### src/rtl/mem_pkg.sv
`default_nettype none
// ============================================================================
// Module      : mem_pkg
// Description : Shared constants, state encoding and lane helpers for mem_stage.
// Revision    : 1.0 - initial release
// ============================================================================
package mem_pkg;

    localparam logic [2:0] F3_B  = 3'b000;
    localparam logic [2:0] F3_H  = 3'b001;
    localparam logic [2:0] F3_W  = 3'b010;
    localparam logic [2:0] F3_BU = 3'b100;
    localparam logic [2:0] F3_HU = 3'b101;

    localparam logic [1:0] JT_NONE = 2'b00;
    localparam logic [1:0] JT_JALR = 2'b01;
    localparam logic [1:0] JT_JAL  = 2'b10;

    typedef enum logic [0:0] {
        IDLE = 1'b0,
        REQ  = 1'b1
    } state_t;

    function automatic logic [3:0] store_strb(input logic [2:0] f3, input logic [1:0] lo);
        logic [3:0] s;
        s = 4'b0000;
        case (f3)
            F3_B:    s = 4'b0001 << lo;
            F3_H:    s = lo[1] ? 4'b1100 : 4'b0011;
            F3_W:    s = 4'b1111;
            default: s = 4'b0000;
        endcase
        return s;
    endfunction

    // Narrow stores replicate into every lane so the strobe alone selects the bytes.
    function automatic logic [31:0] store_lanes(input logic [2:0] f3, input logic [31:0] d);
        logic [31:0] w;
        w = d;
        case (f3)
            F3_B:    w = {4{d[7:0]}};
            F3_H:    w = {2{d[15:0]}};
            default: w = d;
        endcase
        return w;
    endfunction

    function automatic logic is_misaligned(input logic [2:0] f3, input logic [1:0] lo,
                                           input logic is_load);
        logic m;
        m = 1'b0;
        case (f3)
            F3_H:    m = lo[0];
            F3_HU:   m = is_load & lo[0];
            F3_W:    m = (lo != 2'b00);
            default: m = 1'b0;
        endcase
        return m;
    endfunction

endpackage
`default_nettype wire

### src/rtl/load_align.sv
`default_nettype none
// ============================================================================
// Module      : load_align
// Description : Selects and sign/zero-extends the addressed byte or half of a read word.
// Revision    : 1.0 - initial release
// ============================================================================
module load_align
    import mem_pkg::*;
(
    input  logic [31:0] rdata,
    input  logic [1:0]  addr_lo,
    input  logic [2:0]  funct3,
    output logic [31:0] data
);

    logic [7:0]  byte_sel;
    logic [15:0] half_sel;

    always_comb begin
        byte_sel = rdata[7:0];
        case (addr_lo)
            2'd0:    byte_sel = rdata[7:0];
            2'd1:    byte_sel = rdata[15:8];
            2'd2:    byte_sel = rdata[23:16];
            default: byte_sel = rdata[31:24];
        endcase
        half_sel = addr_lo[1] ? rdata[31:16] : rdata[15:0];

        data = 32'd0;
        case (funct3)
            F3_B:    data = {{24{byte_sel[7]}}, byte_sel};
            F3_H:    data = {{16{half_sel[15]}}, half_sel};
            F3_W:    data = rdata;
            F3_BU:   data = {24'd0, byte_sel};
            F3_HU:   data = {16'd0, half_sel};
            default: data = 32'd0;
        endcase
    end

endmodule
`default_nettype wire

### src/rtl/mem_stage.sv
`default_nettype none
// ============================================================================
// Module      : mem_stage
// Description : Pipeline MEM stage: issues data-memory requests, aligns loads,
//               registers MEM/WB values. Optional macro MEM_MISALIGN_TRAP_EN.
// Revision    : 1.0 - initial release
// ============================================================================
module mem_stage
    import mem_pkg::*;
#(
    parameter int ADDR_W = 32,
    parameter int XLEN   = 32
) (
    input  logic              clk,
    input  logic              rst_n,
    input  logic              in_valid,
    output logic              in_ready,
    input  logic [31:0]       ex_pc,
    input  logic [XLEN-1:0]   ALUResult,
    input  logic [XLEN-1:0]   storeData,
    input  logic              memRead,
    input  logic              memWrite,
    input  logic [2:0]        funct3,
    input  logic              memToReg,
    input  logic              regWrite,
    input  logic [1:0]        jumpType,
    input  logic [4:0]        rd,
    output logic              mem_req,
    output logic              mem_we,
    output logic [ADDR_W-1:0] mem_addr,
    output logic [XLEN-1:0]   mem_wdata,
    output logic [3:0]        mem_wstrb,
    input  logic [XLEN-1:0]   mem_rdata,
    input  logic              mem_ready,
    output logic              wb_valid,
    output logic [31:0]       wb_pc,
    output logic [XLEN-1:0]   wb_ALUResult,
    output logic [XLEN-1:0]   wb_dataFromRAM,
    output logic              wb_memToReg,
    output logic              wb_regWrite,
    output logic [1:0]        wb_jumpType,
    output logic [4:0]        wb_rd
`ifdef MEM_MISALIGN_TRAP_EN
    ,
    output logic              wb_misalign
`endif
);

    state_t            state_q, state_d;
    logic              mem_req_q, mem_req_d;
    logic              mem_we_q, mem_we_d;
    logic [ADDR_W-1:0] mem_addr_q, mem_addr_d;
    logic [XLEN-1:0]   mem_wdata_q, mem_wdata_d;
    logic [3:0]        mem_wstrb_q, mem_wstrb_d;

    // Sideband of the in-flight memory op, held until mem_ready.
    logic              is_load_q, is_load_d;
    logic [2:0]        f3_q, f3_d;
    logic [31:0]       pc_q, pc_d;
    logic [XLEN-1:0]   alu_q, alu_d;
    logic              mtr_q, mtr_d;
    logic              rw_q, rw_d;
    logic [1:0]        jt_q, jt_d;
    logic [4:0]        rd_q, rd_d;

    logic              wb_valid_q, wb_valid_d;
    logic [31:0]       wb_pc_q, wb_pc_d;
    logic [XLEN-1:0]   wb_alu_q, wb_alu_d;
    logic [XLEN-1:0]   wb_data_q, wb_data_d;
    logic              wb_mtr_q, wb_mtr_d;
    logic              wb_rw_q, wb_rw_d;
    logic [1:0]        wb_jt_q, wb_jt_d;
    logic [4:0]        wb_rd_q, wb_rd_d;
    logic              wb_mis_q, wb_mis_d;

    logic              mem_op;
    logic              misalign;
    logic [31:0]       load_data;

    assign mem_op = memRead | memWrite;

`ifdef MEM_MISALIGN_TRAP_EN
    assign misalign = mem_op & is_misaligned(funct3, ALUResult[1:0], memRead);
`else
    assign misalign = 1'b0;
`endif

    load_align u_load_align (
        .rdata   (mem_rdata),
        .addr_lo (alu_q[1:0]),
        .funct3  (f3_q),
        .data    (load_data)
    );

    always_comb begin
        state_d     = state_q;
        mem_req_d   = mem_req_q;
        mem_we_d    = mem_we_q;
        mem_addr_d  = mem_addr_q;
        mem_wdata_d = mem_wdata_q;
        mem_wstrb_d = mem_wstrb_q;
        is_load_d   = is_load_q;
        f3_d        = f3_q;
        pc_d        = pc_q;
        alu_d       = alu_q;
        mtr_d       = mtr_q;
        rw_d        = rw_q;
        jt_d        = jt_q;
        rd_d        = rd_q;
        wb_valid_d  = 1'b0;
        wb_pc_d     = wb_pc_q;
        wb_alu_d    = wb_alu_q;
        wb_data_d   = wb_data_q;
        wb_mtr_d    = wb_mtr_q;
        wb_rw_d     = wb_rw_q;
        wb_jt_d     = wb_jt_q;
        wb_rd_d     = wb_rd_q;
        wb_mis_d    = wb_mis_q;

        case (state_q)
            IDLE: begin
                if (in_valid) begin
                    if (mem_op && !misalign) begin
                        state_d     = REQ;
                        mem_req_d   = 1'b1;
                        mem_we_d    = memWrite;
                        mem_addr_d  = {ALUResult[ADDR_W-1:2], 2'b00};
                        mem_wdata_d = store_lanes(funct3, storeData);
                        mem_wstrb_d = memWrite ? store_strb(funct3, ALUResult[1:0]) : 4'b0000;
                        is_load_d   = memRead;
                        f3_d        = funct3;
                        pc_d        = ex_pc;
                        alu_d       = ALUResult;
                        mtr_d       = memToReg;
                        rw_d        = regWrite;
                        jt_d        = jumpType;
                        rd_d        = rd;
                    end else begin
                        wb_valid_d = 1'b1;
                        wb_pc_d    = ex_pc;
                        wb_alu_d   = ALUResult;
                        wb_data_d  = '0;
                        wb_mtr_d   = memToReg;
                        wb_rw_d    = regWrite & ~misalign;
                        wb_jt_d    = jumpType;
                        wb_rd_d    = rd;
                        wb_mis_d   = misalign;
                    end
                end
            end
            REQ: begin
                if (mem_ready) begin
                    state_d    = IDLE;
                    mem_req_d  = 1'b0;
                    mem_we_d   = 1'b0;
                    wb_valid_d = 1'b1;
                    wb_pc_d    = pc_q;
                    wb_alu_d   = alu_q;
                    wb_data_d  = is_load_q ? load_data : '0;
                    wb_mtr_d   = mtr_q;
                    wb_rw_d    = rw_q;
                    wb_jt_d    = jt_q;
                    wb_rd_d    = rd_q;
                    wb_mis_d   = 1'b0;
                end
            end
            default: state_d = IDLE;
        endcase
    end

    always_ff @(posedge clk or negedge rst_n) begin
        if (!rst_n) begin
            state_q     <= IDLE;
            mem_req_q   <= 1'b0;
            mem_we_q    <= 1'b0;
            mem_addr_q  <= '0;
            mem_wdata_q <= '0;
            mem_wstrb_q <= 4'b0000;
            is_load_q   <= 1'b0;
            f3_q        <= 3'b000;
            pc_q        <= 32'd0;
            alu_q       <= '0;
            mtr_q       <= 1'b0;
            rw_q        <= 1'b0;
            jt_q        <= JT_NONE;
            rd_q        <= 5'd0;
            wb_valid_q  <= 1'b0;
            wb_pc_q     <= 32'd0;
            wb_alu_q    <= '0;
            wb_data_q   <= '0;
            wb_mtr_q    <= 1'b0;
            wb_rw_q     <= 1'b0;
            wb_jt_q     <= JT_NONE;
            wb_rd_q     <= 5'd0;
            wb_mis_q    <= 1'b0;
        end else begin
            state_q     <= state_d;
            mem_req_q   <= mem_req_d;
            mem_we_q    <= mem_we_d;
            mem_addr_q  <= mem_addr_d;
            mem_wdata_q <= mem_wdata_d;
            mem_wstrb_q <= mem_wstrb_d;
            is_load_q   <= is_load_d;
            f3_q        <= f3_d;
            pc_q        <= pc_d;
            alu_q       <= alu_d;
            mtr_q       <= mtr_d;
            rw_q        <= rw_d;
            jt_q        <= jt_d;
            rd_q        <= rd_d;
            wb_valid_q  <= wb_valid_d;
            wb_pc_q     <= wb_pc_d;
            wb_alu_q    <= wb_alu_d;
            wb_data_q   <= wb_data_d;
            wb_mtr_q    <= wb_mtr_d;
            wb_rw_q     <= wb_rw_d;
            wb_jt_q     <= wb_jt_d;
            wb_rd_q     <= wb_rd_d;
            wb_mis_q    <= wb_mis_d;
        end
    end

    assign in_ready       = (state_q == IDLE);
    assign mem_req        = mem_req_q;
    assign mem_we         = mem_we_q;
    assign mem_addr       = mem_addr_q;
    assign mem_wdata      = mem_wdata_q;
    assign mem_wstrb      = mem_wstrb_q;
    assign wb_valid       = wb_valid_q;
    assign wb_pc          = wb_pc_q;
    assign wb_ALUResult   = wb_alu_q;
    assign wb_dataFromRAM = wb_data_q;
    assign wb_memToReg    = wb_mtr_q;
    assign wb_regWrite    = wb_rw_q;
    assign wb_jumpType    = wb_jt_q;
    assign wb_rd          = wb_rd_q;
`ifdef MEM_MISALIGN_TRAP_EN
    assign wb_misalign    = wb_mis_q;
`else
    logic unused_mis;
    assign unused_mis = wb_mis_q;
`endif

endmodule
`default_nettype wire

### config.mk
export PLATFORM = sky130hd
export DESIGN_NAME = mem_stage
export DESIGN_NICKNAME = d
export VERILOG_FILES = /design/src/rtl/mem_pkg.sv /design/src/rtl/load_align.sv /design/src/rtl/mem_stage.sv
export SDC_FILE = /design/constraint.sdc
export NUM_CORES = 1
export LEC_CHECK = 0
export ABC_AREA = 1
export BUFFER_PORTS_ARGS = -buffer_cell sky130_fd_sc_hd__buf_2
export CAP_MARGIN = 20
export CORE_AREA = 4 4 155 157
export CTS_CLUSTER_SIZE = 20
export DETAILED_ROUTE_END_ITERATION = 16
export DIE_AREA = 0 0 159 161
export GPL_TIMING_DRIVEN = 0
export PLACE_DENSITY = 0.76
export SETUP_SLACK_MARGIN = 0.15
export SLEW_MARGIN = 20
export SYNTH_ARGS = -nofsm -noshare
export SYNTH_HDL_FRONTEND = slang
export SYNTH_SLANG_ARGS = --single-unit
### constraint.sdc
create_clock -name clk -period 1.3 [get_ports clk]
set_input_delay 0.065 -clock clk [delete_from_list [all_inputs] [get_ports clk]]
set_output_delay 0.065 -clock clk [all_outputs]
set_load 0.01 [all_outputs]
==> impl_summary.log, run 1 <==
[metrics] total power of the final layout: 28.6 mW
[metrics] mean area per synthesized cell: 7.94 µm²
[metrics] final hold slack: -0.0324 ns
[metrics] number of DRC markers after the initial detailed-route iteration: between 900 and 1000
[metrics] Post-Syn Instances: approximately 1300
[metrics] Tightest Pin Transition: 0.630 ns
[metrics] P per Cell Area: ~1600 nW/µm²
[metrics] via count of the routed design: roughly 12000
[metrics] run status: complete, but fails checks
[metrics] filler instances: roughly 1300
[metrics] global-route congestion overflow total: 0
[metrics] CTS Sinks: between 200 and 250
[metrics] worst-skew pair later-pin latency: ~0.53 ns
[metrics] number of global-route vias before repair: 11852
[metrics] final-report hold violation count: 3
[metrics] vias per inst: about 5.4
[metrics] largest cells by area after synthesis: sky130_fd_sc_hd__dfrtp_1 53%, sky130_fd_sc_hd__nand2_1 17%, sky130_fd_sc_hd__o21ai_0 9.7%
[metrics] number of flip-flops and latches in the synthesized netlist: between 200 and 250
[metrics] WS Path Type: flop to flop
[metrics] cts bufs inserted: 25
[metrics] area of the core region: around 23000 µm²
[metrics] number of search-and-repair iterations in the first detailed-routing pass: 9
[metrics] worst vdd ir: ~0.0011 V
[metrics] share of post-route cells with drive strength above 1: 42.3%
[metrics] leak pwr: ~9.4 nW
[metrics] RSZ-0062 raised after global routing: true
[metrics] final core utilization: between 70% and 80%
[metrics] Critical Path Source Type: flop
[metrics] Final Slew Violations: 0
[metrics] TNS Setup: -56.05 ns
[metrics] Site Rows: 55
[metrics] required time at the worst-slack endpoint: 1.74 ns
[metrics] worst-case clock skew: 0.0163 ns
[metrics] number of synthesis warnings: 0
[metrics] f_max: 0.607 GHz
[metrics] violations in the final reports: negative hold slack, negative setup slack
[metrics] number of placed I/O pins: 323
[metrics] Slew headroom: between 50 and 60%
[metrics] buffers added on ports: between 300 and 400
[metrics] Finish-stage setup viols: 221
[metrics] area of the mapped netlist: 10500 µm²
[metrics] number of max-cap violations: 0
[metrics] RePlAce Congestion: about 0.9
[metrics] DIE WIDTH: about 160 µm
[metrics] area fraction of the dominant cell type after synthesis: 52.8%
[metrics] antenna violations before repair: 4
[metrics] all-layer global routing usage: a little under 30%
[metrics] die outline height: between 150 and 200 µm
[metrics] post-route minimum period: approximately 1.6 ns
[metrics] clock-pin slew on the worst setup and hold paths: around 0.060 ns
[metrics] maximum fanout along the worst path: 10
[metrics] Worst Path Arrival: about 2.1 ns
[metrics] TritonCTS clock tree: built
[metrics] number of routed nets with antenna violations: 0
[metrics] area grow syn2layout: 69.7%
[metrics] maximum number of pins on one net before global-route repair: 95
[metrics] # DRC: 0
[metrics] wire length of the first global-routing pass: slightly above 60 mm
[metrics] detailed placer's ending HPWL: around 24 mm
[metrics] CTS HTree Levels: 1
[metrics] final clock period utilization by the worst path: 127%
[metrics] Die Footprint: around 26000 µm²
[metrics] net count of the finished layout: a little over 2000
[metrics] root cell of the clock tree: sky130_fd_sc_hd__clkbuf_16
[metrics] Yosys top cell by area: sky130_fd_sc_hd__dfrtp_1
[metrics] sequential cell area fraction in the yosys report: ~53%
[metrics] Crit. End Element: flop
[metrics] quantity of hold-fixing buffers added after cts: about 140
[metrics] number of different library cells in the post-synthesis netlist: 28
[metrics] clock tree buffer depth: 3
[metrics] Total Wirelength: around 44 mm
[metrics] WL per Instance: about 20 µm
[metrics] crit path setup slack, layout: -0.348 ns
[metrics] starting utilization of the core area: between 40% and 50%
[metrics] Min-Delay Path Class: input pin to flop
## worst paths after layout
check	from	to	slack, ns	cells past startpoint
min in group asynchronous	rst_n	wb_dataFromRAM[20]	0.05	2
max in group asynchronous	rst_n	state_q	0.43	3
worst min register to register	mem_wdata[4]	mem_wdata[4]	0.47	2
worst max-delay path	state_q	wb_ALUResult[27]	-0.35	5
worst min-delay path	in_valid	is_load_q	-0.03	5
worst max register to register	state_q	wb_ALUResult[27]	-0.35	5
## power breakdown
part	internal (mW)	leakage [nW]	switching, mW	total (mW)
clock network	4.15	0.403	2.92	7.07
registers	8.65	2.77	1.39	10.0
logic	5.61	6.28	5.89	11.5
## routing by layer
metal / up-vias / GRT usage (%) / wire length [µm]
met1: 5761 / 35.8 / 16200
met3: 207 / 6.12 / 3490
li1: 5421 / - / -
met5: - / 0 / 13
met2: 723 / 49.3 / 21900
met4: 2 / 15.0 / 2560
## critical path: stages, from the launching register on
cell and delay (ns):
sky130_fd_sc_hd__dfrtp_2 0.44, sky130_fd_sc_hd__inv_4 0.10, sky130_fd_sc_hd__buf_4 0.17, sky130_fd_sc_hd__clkbuf_1 0.38, sky130_fd_sc_hd__o21ai_0 0.25, sky130_fd_sc_hd__o21ai_2 0.22
## repair_timing
action	4_1_cts	5_1_grt
gates cloned	5	18
hold endpoints to repair	435	2
buffers inserted	38	59
pin swaps	6	8
endpoints found under the setup margin	257	304
resized for setup	158	282
## logic make-up (layout without fill, tap and decap cells)
group | Yosys count | after routing | synth area share [%]
AOI/OAI and AO/OA | 282 | 282 | 13.9
other | 1 | 7 | 0.0356
and+or+nand+nor | 603 | 603 | 23.0
DFF | 222 | 222 | 52.8
buffers and inverters | 218 | 840 | 10.3
## synthesized netlist by cell type
master and number:
sky130_fd_sc_hd__nand2_1 490, sky130_fd_sc_hd__dfrtp_1 222, sky130_fd_sc_hd__o21ai_0 205, sky130_fd_sc_hd__inv_1 103, sky130_fd_sc_hd__nand3_1 55, sky130_fd_sc_hd__buf_2 37
sky130_fd_sc_hd__buf_4 37, sky130_fd_sc_hd__nor2_1 37, sky130_fd_sc_hd__o21ai_1 34, sky130_fd_sc_hd__clkbuf_1 23, sky130_fd_sc_hd__a21oi_1 22, sky130_fd_sc_hd__buf_6 11
sky130_fd_sc_hd__o21ai_2 11, sky130_fd_sc_hd__a31oi_1 7, sky130_fd_sc_hd__inv_2 6, sky130_fd_sc_hd__nand3b_1 4, sky130_fd_sc_hd__nor3_1 4, sky130_fd_sc_hd__o211ai_1 3
sky130_fd_sc_hd__or2_2 3, sky130_fd_sc_hd__nand2_2 2, sky130_fd_sc_hd__nor2_2 2, sky130_fd_sc_hd__nor2_4 2, sky130_fd_sc_hd__buf_1 1, sky130_fd_sc_hd__conb_1 1
sky130_fd_sc_hd__nand3_2 1, sky130_fd_sc_hd__nand3b_2 1, sky130_fd_sc_hd__nor3_2 1, sky130_fd_sc_hd__nor3_4 1
## cell type report
cell class | instances | area [µm²] | share of cell area, %
clock buffer | 34 | 699 | 3.91
buffer | 108 | 1260 | 7.06
clock inverter | 10 | 104 | 0.581
tap | 285 | 357 | 2.00
antenna | 5 | 12.5 | 0.0700
timing repair buffer | 579 | 4630 | 25.9
sequential | 222 | 5560 | 31.1
multi-input combinational | 887 | 4830 | 27.0
inverter | 109 | 424 | 2.37
## stage by stage
stage	area [µm²]	instances	hold WS (ns)	setup slack (ns)
floorplan	10800	1327	-0.231	-0.0296
global placement	12700	1931	0.247	-3.70
detailed placement	12800	1933	-0.00387	-0.611
CTS	16100	2158	-0.0486	-0.245
global route	17900	2237	-0.0297	-0.446
finish	17900	2239	-0.0324	-0.348
## cell usage in the layout (no fill, tap or decap), types with 12 or more instances in the layout
cell type / netlist / layout
sky130_fd_sc_hd__buf_6: 11 / 85
sky130_fd_sc_hd__o21ai_2: 11 / 86
sky130_fd_sc_hd__dfrtp_1: 222 / 221
sky130_fd_sc_hd__clkbuf_16: 0 / 46
sky130_fd_sc_hd__nand2_2: 2 / 80
sky130_fd_sc_hd__buf_4: 37 / 101
sky130_fd_sc_hd__buf_12: 0 / 13
sky130_fd_sc_hd__nand2_4: 0 / 42
sky130_fd_sc_hd__nand3_1: 55 / 55
sky130_fd_sc_hd__inv_1: 103 / 102
sky130_fd_sc_hd__nor2_1: 37 / 36
sky130_fd_sc_hd__buf_8: 0 / 19
sky130_fd_sc_hd__o21ai_1: 34 / 77
sky130_fd_sc_hd__dlygate4sd3_1: 0 / 139
sky130_fd_sc_hd__clkbuf_1: 23 / 12
sky130_fd_sc_hd__o21ai_0: 205 / 86
sky130_fd_sc_hd__buf_2: 37 / 285
sky130_fd_sc_hd__nand2_1: 490 / 369
## registers in the layout, summed over array words and instances, names as in the netlist, 2 cells and up
| register | flops |
|---|---|
| alu_q | 32 |
| mem_wdata | 32 |
| pc_q | 32 |
| wb_ALUResult | 32 |
| wb_dataFromRAM | 32 |
| wb_pc | 32 |
| rd_q | 5 |
| wb_rd | 5 |
| mem_wstrb | 4 |
| f3_q | 3 |
| jt_q | 2 |
| wb_jumpType | 2 |
No activity file was read; power rests on OpenSTA's default activity.
==> run 2: changes to the inputs <==
--- a/config.mk
+++ b/config.mk
@@ -13,7 +13,7 @@
 export DETAILED_ROUTE_END_ITERATION = 16
 export DIE_AREA = 0 0 159 161
 export GPL_TIMING_DRIVEN = 0
-export PLACE_DENSITY = 0.76
+export PLACE_DENSITY_LB_ADDON = 0.15
 export SETUP_SLACK_MARGIN = 0.15
 export SLEW_MARGIN = 20
 export SYNTH_ARGS = -nofsm -noshare
==> run 2 against run 1 <==
The run ends with negative setup slack left. Clock-buffer cell count is 1 lower. Design area down 6.2%. Global-route usage decreased by 0.34 points. Flip-flop and latch count did not move. Final cell count shrank 2.8%. Hold slack improved by 0.054 ns. Via count down 8.7%. Wire length shrank 14%. Non-clock buffer count is 56 lower. Setup slack improved by 0.090 ns. Critical path type unchanged. Clock skew is 0.0018 ns lower. Combinational power down 16%.
==> impl_summary.log, run 2 (same netlist as run 1, synthesis figures left out) <==
[metrics] via count of the routed design: 11064 (-8.7%)
[metrics] crit path setup slack, layout: -0.258 ns (+0.0897 ns)
[metrics] starting utilization of the core area: 46.8% (unchanged)
[metrics] cts bufs inserted: 23 (-8.0%)
[metrics] filler instances: 1639 (+23%)
[metrics] pre-CTS WS: -0.478 ns (+0.132 ns)
[metrics] leak pwr: 8.93 nW (-5.5%)
[metrics] final-report hold violation count: 0 (-3)
[metrics] number of standard cells in the layout, taps in and fillers out: 2176 (-2.8%)
[metrics] Crit. End Element: flop
[metrics] Min-Delay Path Class: input pin to flop
[metrics] buffers added on ports: 319 (unchanged)
[metrics] violations in the final reports: negative setup slack
[metrics] root cell of the clock tree: sky130_fd_sc_hd__clkbuf_16
[metrics] clock-pin slew on the worst setup and hold paths: 0.07 ns (about the same)
[metrics] post-route standard cell area excluding fillers: 16800 µm² (-6.2%)
[metrics] required time at the worst-slack endpoint: 1.71 ns (-0.03 ns)
[metrics] final hold slack: 0.0214 ns (+0.0538 ns)
[metrics] run status: complete, but fails checks
[metrics] P per Cell Area: 1570 nW/µm² (-2.1%)
[metrics] Slew headroom: 59.7% (+1.7 points)
[metrics] Die Footprint: 25600 µm² (unchanged)
[metrics] number of DRC markers after the initial detailed-route iteration: 829 (-10%)
[metrics] TNS Setup: -34.92 ns (+21.13 ns)
[metrics] met3 track demand over resource: 5.59% (-0.54 points)
[metrics] final core utilization: 74.5% (-4.9 points)
[metrics] number of max-cap violations: 0 (unchanged)
[metrics] maximum fanout along the worst path: 10 (unchanged)
[metrics] f_max: 0.642 GHz (+5.8%)
[metrics] Final Slew Violations: 0 (unchanged)
[metrics] worst-case clock skew: 0.0144 ns (-0.00184 ns)
[metrics] vias per inst: 5.08 (-6.0%)
[metrics] post-route minimum period: 1.56 ns (-0.0897 ns)
[metrics] TritonCTS clock tree: built
[metrics] clock tree buffer depth: 3 (unchanged)
[metrics] RSZ-0062 raised after global routing: true
[metrics] highest cell delay on the worst timing path: 0.43 ns (about the same)
[metrics] number of placed I/O pins: 323 (unchanged)
[metrics] worst-skew pair later-pin latency: 0.52 ns (about the same)
[metrics] slowest cell on the critical path: sky130_fd_sc_hd__dfrtp_2
[metrics] detailed placer's ending HPWL: 23.5 mm (-3.4%)
[metrics] highest-count cells in the layout ignoring fill and taps: 423 x sky130_fd_sc_hd__nand2_1, 289 x sky130_fd_sc_hd__buf_2, 220 x sky130_fd_sc_hd__dfrtp_1, 142 x sky130_fd_sc_hd__dlygate4sd3_1, 137 x sky130_fd_sc_hd__o21ai_1
[metrics] most frequent standard cell in the layout excluding fill and tap cells: sky130_fd_sc_hd__nand2_1
[metrics] global-route congestion overflow total: 0 (unchanged)
[metrics] number of search-and-repair iterations in the first detailed-routing pass: 5 (-4)
[metrics] antenna violations before repair: 1 (-3)
[metrics] CTS HTree Levels: 1 (unchanged)
[metrics] DIE WIDTH: 159 µm (unchanged)
[metrics] # DRC: 0 (unchanged)
[metrics] met1 Resource Use GR: 37.8% (+2.0 points)
[metrics] die outline height: 161 µm (unchanged)
[metrics] Finish-stage setup viols: 221 (unchanged)
[metrics] RePlAce Congestion: 0.910 (+3.2%)
[metrics] worst path cell trace: inv_4, buf_6, nand2_4, o21ai_4, inv_6, buf_12, buf_8, nand2_1, o21ai_1
[metrics] number of routed nets with antenna violations: 0 (unchanged)
[metrics] Most Crowded Layer GR: met2
[metrics] WS Path Type: flop to flop
[metrics] all-layer global routing usage: 28.9% (-0.34 points)
[metrics] DP Area: 12800 µm² (unchanged)
[metrics] total power of the final layout: 26.3 mW (-8.2%)
[metrics] antenna diode count: 0 (-5)
[metrics] Total Wirelength: 37.8 mm (-14%)
[metrics] maximum number of pins on one net before global-route repair: 92 (-3.2%)
[metrics] net count of the finished layout: 2020 (-2.8%)
[metrics] global routing usage on met2: 48.4% (-0.93 points)
[metrics] Worst Path Arrival: 1.96 ns (-0.13 ns)
[metrics] dpl cells: 1933 (unchanged)
[metrics] CTS Sinks: 222 (unchanged)
[metrics] Tightest Pin Transition: 0.605 ns (-0.0250 ns)
[metrics] WL per Instance: 17.4 µm (-12%)
[metrics] Critical Path Source Type: flop
[metrics] share of post-route cells with drive strength above 1: 34.3% (-8.0 points)
[metrics] Site Rows: 55 (unchanged)
[metrics] worst vdd ir: 0.00104 V (-3.2%)
[metrics] area grow syn2layout: 59.1%
[metrics] final clock period utilization by the worst path: 120% (-6.9 points)
[metrics] number of global-route vias before repair: 11420 (-3.6%)
[metrics] area of the core region: 22500 µm² (unchanged)
[metrics] wire length of the first global-routing pass: 60.7 mm (-1.7%)
[run 2: layout make-up]
class	count	area, µm²	area share (%)
tap	285	357	2.13
clock buffer	33	653	3.90
buffer	109	1260	7.50
inverter	109	422	2.52
timing repair buffer	522	4120	24.6
clock inverter	9	116	0.694
sequential	222	5560	33.2
multi-input combinational	887	4270	25.5
[run 2: per-layer routing]
metal | share of wire, % | vias up
met5 | 0.019 | -
met4 | 4.1 | 2
met3 | 7.1 | 132
met2 | 48 | 454
met1 | 41 | 5186
li1 | - | 5290
[run 2: timing repair]
| item | 4_1_cts | 5_1_grt |
|---|---|---|
| resized for setup | 244 | 35 |
| cloned | 17 | 3 |
| setup buffers | 38 | 1 |
| hold buffers | 142 | 0 |
| setup endpoints to repair | 257 | 312 |
| pin swaps | 22 | 3 |
| hold endpoints to repair | 334 | 0 |
[run 2: path summary, 6_finish.rpt]
path,startpoint,end,slack [ns],cells after the start
max,state_q,wb_ALUResult[25],-0.26,9
min,mem_rdata[1],wb_dataFromRAM[1],0.02,7
max reg2reg,state_q,wb_ALUResult[25],-0.26,9
min reg2reg,mem_wdata[0],mem_wdata[0],0.47,2
max in group asynchronous,rst_n,wb_dataFromRAM[6],0.35,3
min in group asynchronous,rst_n,pc_q[8],0.09,2
[run 2: power breakdown]
group	leakage, nW	total [mW]	internal (mW)	switching, mW
clock	0.378	6.78	3.93	2.85
sequential	2.76	9.82	8.65	1.18
combinational	5.78	9.66	4.67	5.00
[run 2: critical path, delay by kind of cell, from the launching register on]
kind	cells	cell delay, ns
flip-flops	1	0.43
AND/OR/NAND/NOR	2	0.14
AO/OA/AOI/OAI	2	0.27
buffers and inverters	5	0.59
